==> config.mk <==
export PLATFORM = sky130hd
export DESIGN_NAME = ba_register_file
export DESIGN_NICKNAME = d
export VERILOG_FILES = /design/src/rtl/ba_register_file.sv
export SDC_FILE = /design/constraint.sdc
export NUM_CORES = 1
export LEC_CHECK = 0
export CORE_MARGIN = 2
export CORE_UTILIZATION = 50
export CTS_CLUSTER_DIAMETER = 40
export DETAILED_ROUTE_END_ITERATION = 10
export GPL_TIMING_DRIVEN = 1
export PLACE_DENSITY = 0.68
export SLEW_MARGIN = 15
export SYNTH_ARGS = -nofsm -noshare
export SYNTH_HDL_FRONTEND = slang
export SYNTH_SLANG_ARGS = --single-unit
==> constraint.sdc <==
create_clock -name clk -period 2.2 [get_ports clk]
set_input_delay 0.22 -clock clk [delete_from_list [all_inputs] [get_ports clk]]
set_output_delay 0.22 -clock clk [all_outputs]
set_load 0.005 [all_outputs]
==> src/rtl/ba_register_file.sv <==
// Two-read / one-write register file with base-address zero gating and a soft-clear sweep FSM.
// Define BA_RF_BYPASS_EN to forward same-cycle write data to a colliding read.
module ba_register_file #(
    parameter int WIDTH = 32,
    parameter int DEPTH = 16,
    localparam int AW = $clog2(DEPTH)
) (
    input  logic             clk,
    input  logic             clr,
    input  logic             we,
    input  logic [AW-1:0]    waddr,
    input  logic [WIDTH-1:0] wdata,
    input  logic             ren,
    input  logic [AW-1:0]    raddr_a,
    input  logic [AW-1:0]    raddr_b,
    input  logic             BAout,
    input  logic             sweep_req,
    output logic [WIDTH-1:0] rdata_a,
    output logic [WIDTH-1:0] rdata_b,
    output logic             rvalid,
    output logic             busy,
    output logic             wr_err
);

    typedef enum logic {IDLE, SWEEP} state_t;

    state_t           state_q, state_d;
    logic [AW-1:0]    ptr_q, ptr_d;
    logic             busy_q, busy_d;
    logic             wr_err_q, wr_err_d;
    logic             rvalid_q, rvalid_d;
    logic [WIDTH-1:0] rdata_a_q, rdata_a_d;
    logic [WIDTH-1:0] rdata_b_q, rdata_b_d;
    logic [WIDTH-1:0] mem_q [DEPTH];
    logic [WIDTH-1:0] mem_d [DEPTH];
    logic             wr_acc;

    assign wr_acc = we && !busy_q;

    // Gating is applied after any forwarding so BAout still hides register 0.
    function automatic logic [WIDTH-1:0] rd_word(input logic [AW-1:0] ra);
        logic [WIDTH-1:0] w;
        w = mem_q[ra];
`ifdef BA_RF_BYPASS_EN
        if (wr_acc && ra == waddr) w = wdata;
`endif
        if (BAout && ra == '0) w = '0;
        return w;
    endfunction

    always_comb begin
        state_d   = state_q;
        ptr_d     = ptr_q;
        busy_d    = busy_q;
        mem_d     = mem_q;
        wr_err_d  = we && busy_q;
        rvalid_d  = ren;
        rdata_a_d = rdata_a_q;
        rdata_b_d = rdata_b_q;

        if (wr_acc) mem_d[waddr] = wdata;

        case (state_q)
            IDLE: begin
                if (sweep_req) begin
                    state_d = SWEEP;
                    ptr_d   = '0;
                    busy_d  = 1'b1;
                end
            end
            SWEEP: begin
                mem_d[ptr_q] = '0;
                if (ptr_q == AW'(DEPTH - 1)) begin
                    state_d = IDLE;
                    busy_d  = 1'b0;
                end else begin
                    ptr_d = ptr_q + AW'(1);
                end
            end
            default: state_d = IDLE;
        endcase

        if (ren) begin
            rdata_a_d = rd_word(raddr_a);
            rdata_b_d = rd_word(raddr_b);
        end
    end

    always_ff @(posedge clk) begin
        if (clr) begin
            state_q   <= IDLE;
            ptr_q     <= '0;
            busy_q    <= 1'b0;
            wr_err_q  <= 1'b0;
            rvalid_q  <= 1'b0;
            rdata_a_q <= '0;
            rdata_b_q <= '0;
            for (int i = 0; i < DEPTH; i++) mem_q[i] <= '0;
        end else begin
            state_q   <= state_d;
            ptr_q     <= ptr_d;
            busy_q    <= busy_d;
            wr_err_q  <= wr_err_d;
            rvalid_q  <= rvalid_d;
            rdata_a_q <= rdata_a_d;
            rdata_b_q <= rdata_b_d;
            for (int i = 0; i < DEPTH; i++) mem_q[i] <= mem_d[i];
        end
    end

    assign rdata_a = rdata_a_q;
    assign rdata_b = rdata_b_q;
    assign rvalid  = rvalid_q;
    assign busy    = busy_q;
    assign wr_err  = wr_err_q;

endmodule

==> impl_metrics.ini <==
[run_status]
run_status = finished clean

[detailed_routing]
vias_per_cell = 6.42
wire_per_inst_um = 25.8
vias = 25800
finalWirelength_mm = 104
drtIter0Drc = 3543
ant_nets = 0
drc_errors = 0
drtPass1Iterations = 6

[clocking]
htreeDepth = 3
cts_sinks = 584
clockBufferDepth = 3
cts_root_buf = clkbuf_16
cts_inserted_buffers = 85
clock_latency_ns = 0.64
cts_tree = yes
cts.reportedPaths.clkPinSlew_ns = 0.06

[worst_setup_path]
crit_end = mem_q[84]$_SDFF_PP0_
cp-end-kind = flip-flop
startpoint_type = flip-flop
cp.required_ns = 2.65
crit_type = flip-flop to flip-flop
cp-startpoint = ptr_q[2]$_SDFFE_PP0P_
r2r_end = mem_q[84]$_SDFF_PP0_
reg2reg_depth = 3
reg2reg_setup_slack_ns = 0.10
r2r-start = ptr_q[2]$_SDFFE_PP0P_
worstPathArrival_ns = 2.55
crit_path_max_fanout = 32

[sta]
finalSetupViolations = 0
period_needed_ns = 2.10
fin_skew_ns = 0.0335
hold_violations = 0
slew_headroom_pct = 15.1
fmax_mhz = 477
grt_setup_unrepaired = no
tightest_slew_ns = 1.27
fin_crit_sh_pct = 95.4
finalMaxSlewViolations = 0

[global_route]
grt_pass1_vias = 25700
grt_antenna_before_repair = 3
grt_pass1_wl_mm = 155
grt_max_degree = 39
globalRouteOverflowTotal = 0
grt_use_total_pct = 35.9

[power_and_ir_drop]
switching_share_pct = 25.5
clkPwrFrac_pct = 51.7
power_frac_seq_pct = 40.7
power.total_uw = 26500
p_switching_uw = 6750
power_density_mw_per_mm2 = 781
internal_power_uw = 19800
p_leak_uw = 0.0113
p_comb_share_pct = 7.7
peakVddDrop_v = 0.000556

[synth]
ys_warn_count = 0
yosys_register_bits = 584
synth-edff-count = 0
synth_cell_type_count = 42
synthCells = 3151
seq_area_frac_synth_pct = 41.8
netlist_area_sq_mm = 0.0280
async_flop_share_pct = 0
yosys.area.top_type = dfxtp_1
avgSynthCellArea_sq_um = 8.88
ys_top_cells_by_area = dfxtp_1 (42%), mux4_2 (18%), nand2_1 (15%)
ys.flop_type = dfxtp_1
synthesis.nets = 3205
netlist.area_leader.share_pct = 41.8

[floorplan]
fp.dieArea_sq_mm = 0.0579
die_w_um = 241
core_sq_mm = 0.0552
start_util_pct = 50.7
std_cell_rows = 86
io_pins = 117
die_h_um = 241

[placement]
numPortBuffers = 116
place_congestion = 0.937
place_hpwl_mm = 64.1

[layout]
finish.utilization_pct = 61.5
drive_gt1_share_pct = 18.0
fin_nets = 3253
syn2layout_area_growth_pct = 21.3

[job]
maxCapViolCount = 0

[hold_path]
hold_class = input pin to flip-flop
min_path_cells = 3
hold_path_startpoint = clr
[how the worst min path moves through the flow]
stage / endpoint / slack (ns)
6_report: rvalid$_SDFF_PP0_ / 0.15
5_1_grt: rvalid$_SDFF_PP0_ / 0.11
4_1_cts: rvalid$_SDFF_PP0_ / 0.09
3_5_place_dp: rdata_a[5]$_SDFFE_PP0P_ / 0.46
3_3_place_gp: mem_q[155]$_SDFF_PP0_ / 0.45
2_1_floorplan: rvalid$_SDFF_PP0_ / 0.33
[state kept, by name (all words and copies together), names as in the netlist]
name / cells
rdata_a: 32
ptr_q: 4
state_q: 1
wr_err: 1
rvalid: 1
mem_q: 512
rdata_b: 32
busy: 1
[synthesized netlist by cell type (11+ instances only)]
cell,count
mux2i_1,128
nand2b_1,22
buf_2,61
o21bai_1,12
a31oi_1,16
a21oi_1,514
mux4_2,224
a22oi_1,32
buf_1,11
nor2_1,38
mux2_2,17
o221ai_1,16
o22ai_1,33
clkbuf_1,237
dfxtp_1,584
nand2_1,1110
a21o_1,16
o211ai_1,32
[metal layers]
metal	vias to the layer above	share of wire [%]	GRT usage, %
li1	11100	-	-
met1	12400	36	45.9
met2	1844	45	55.1
met3	435	13	9.56
met4	2	5.6	20.6
met5	-	0.013	0
[cells in the final DEF, fill, tap and decap left out, drive strengths merged, types with 4 or more instances in the layout]
cell type / Yosys / final
nand2: 1110 / 1110
dfxtp: 584 / 584
a21oi: 514 / 514
mux4: 224 / 224
buf: 75 / 164
mux2i: 128 / 128
clkbuf: 238 / 114
clkdlybuf4s50: 0 / 109
nor2: 38 / 38
o22ai: 33 / 33
a22oi: 32 / 32
o211ai: 32 / 32
nand2b: 22 / 22
inv: 2 / 19
clkinv: 0 / 19
mux2: 17 / 17
o221ai: 16 / 16
a21o: 16 / 16
a31oi: 16 / 16
o21bai: 12 / 12
nand3: 6 / 6
bufinv: 0 / 5
nor3: 5 / 5
a31o: 4 / 4
nor2b: 4 / 4
ha: 4 / 4
clkinvlp: 0 / 4
[kinds of logic after synthesis]
family / Yosys count / share of synthesized area, %
buffers and inverters: 315 / 4.54
AO/OA/AOI/OAI: 677 / 13.5
adder cells (fa/ha/maj): 4 / 0.179
AND/OR/NAND/NOR: 1202 / 16.8
flip-flops: 584 / 41.8
multiplexers: 369 / 23.3
[power groups by stage]
stage / registers [uW] / logic, uW / clock network [uW]
after floorplan: 11000 / 1120 / 0
after global placement: 11000 / 1940 / 0
after detailed placement: 11000 / 1960 / 0
after CTS: 10800 / 1970 / 13700
after global routing: 10800 / 2090 / 14200
final: 10800 / 2030 / 13700
[layout make-up]
cell class	count	area [sq um]
fillers	4413	21200
multi-input cells	2252	15200
flip-flops and latches	584	11700
repair buffers	274	3220
clock buffers	113	2370
well taps	748	936
clock inverters	45	497
inverters	2	7.51
diodes	1	2.50
[timing repair]
action / in CTS / in global routing
setup endpoints to repair: 0 / 26
hold endpoints to repair: 0 / 0
gates resized for setup: 0 / 1
hold buffers: 0 / 0
buffers inserted: 0 / 0
[critical path: stages (launching register included)]
cell and delay, ns:
dfxtp_1 0.46, nand2_1 0.32, o21bai_4 1.02, a21oi_1 0.11
[through the flow]
stage	instances	setup TNS, ns	hold slack, ns	instance area [sq um]	setup slack, ns
after global routing	4019	0	0.108	34000	0.0112
after floorplan	3151	0	0.328	28000	0.438
after CTS	4018	0	0.0947	33900	0.0802
after detailed placement	3860	-0.665	0.456	31100	-0.0418
after global placement	3860	-0.00415	0.448	31100	-0.00415
final	4019	0	0.146	34000	0.101
No activity file was read; power rests on OpenSTA's default activity.
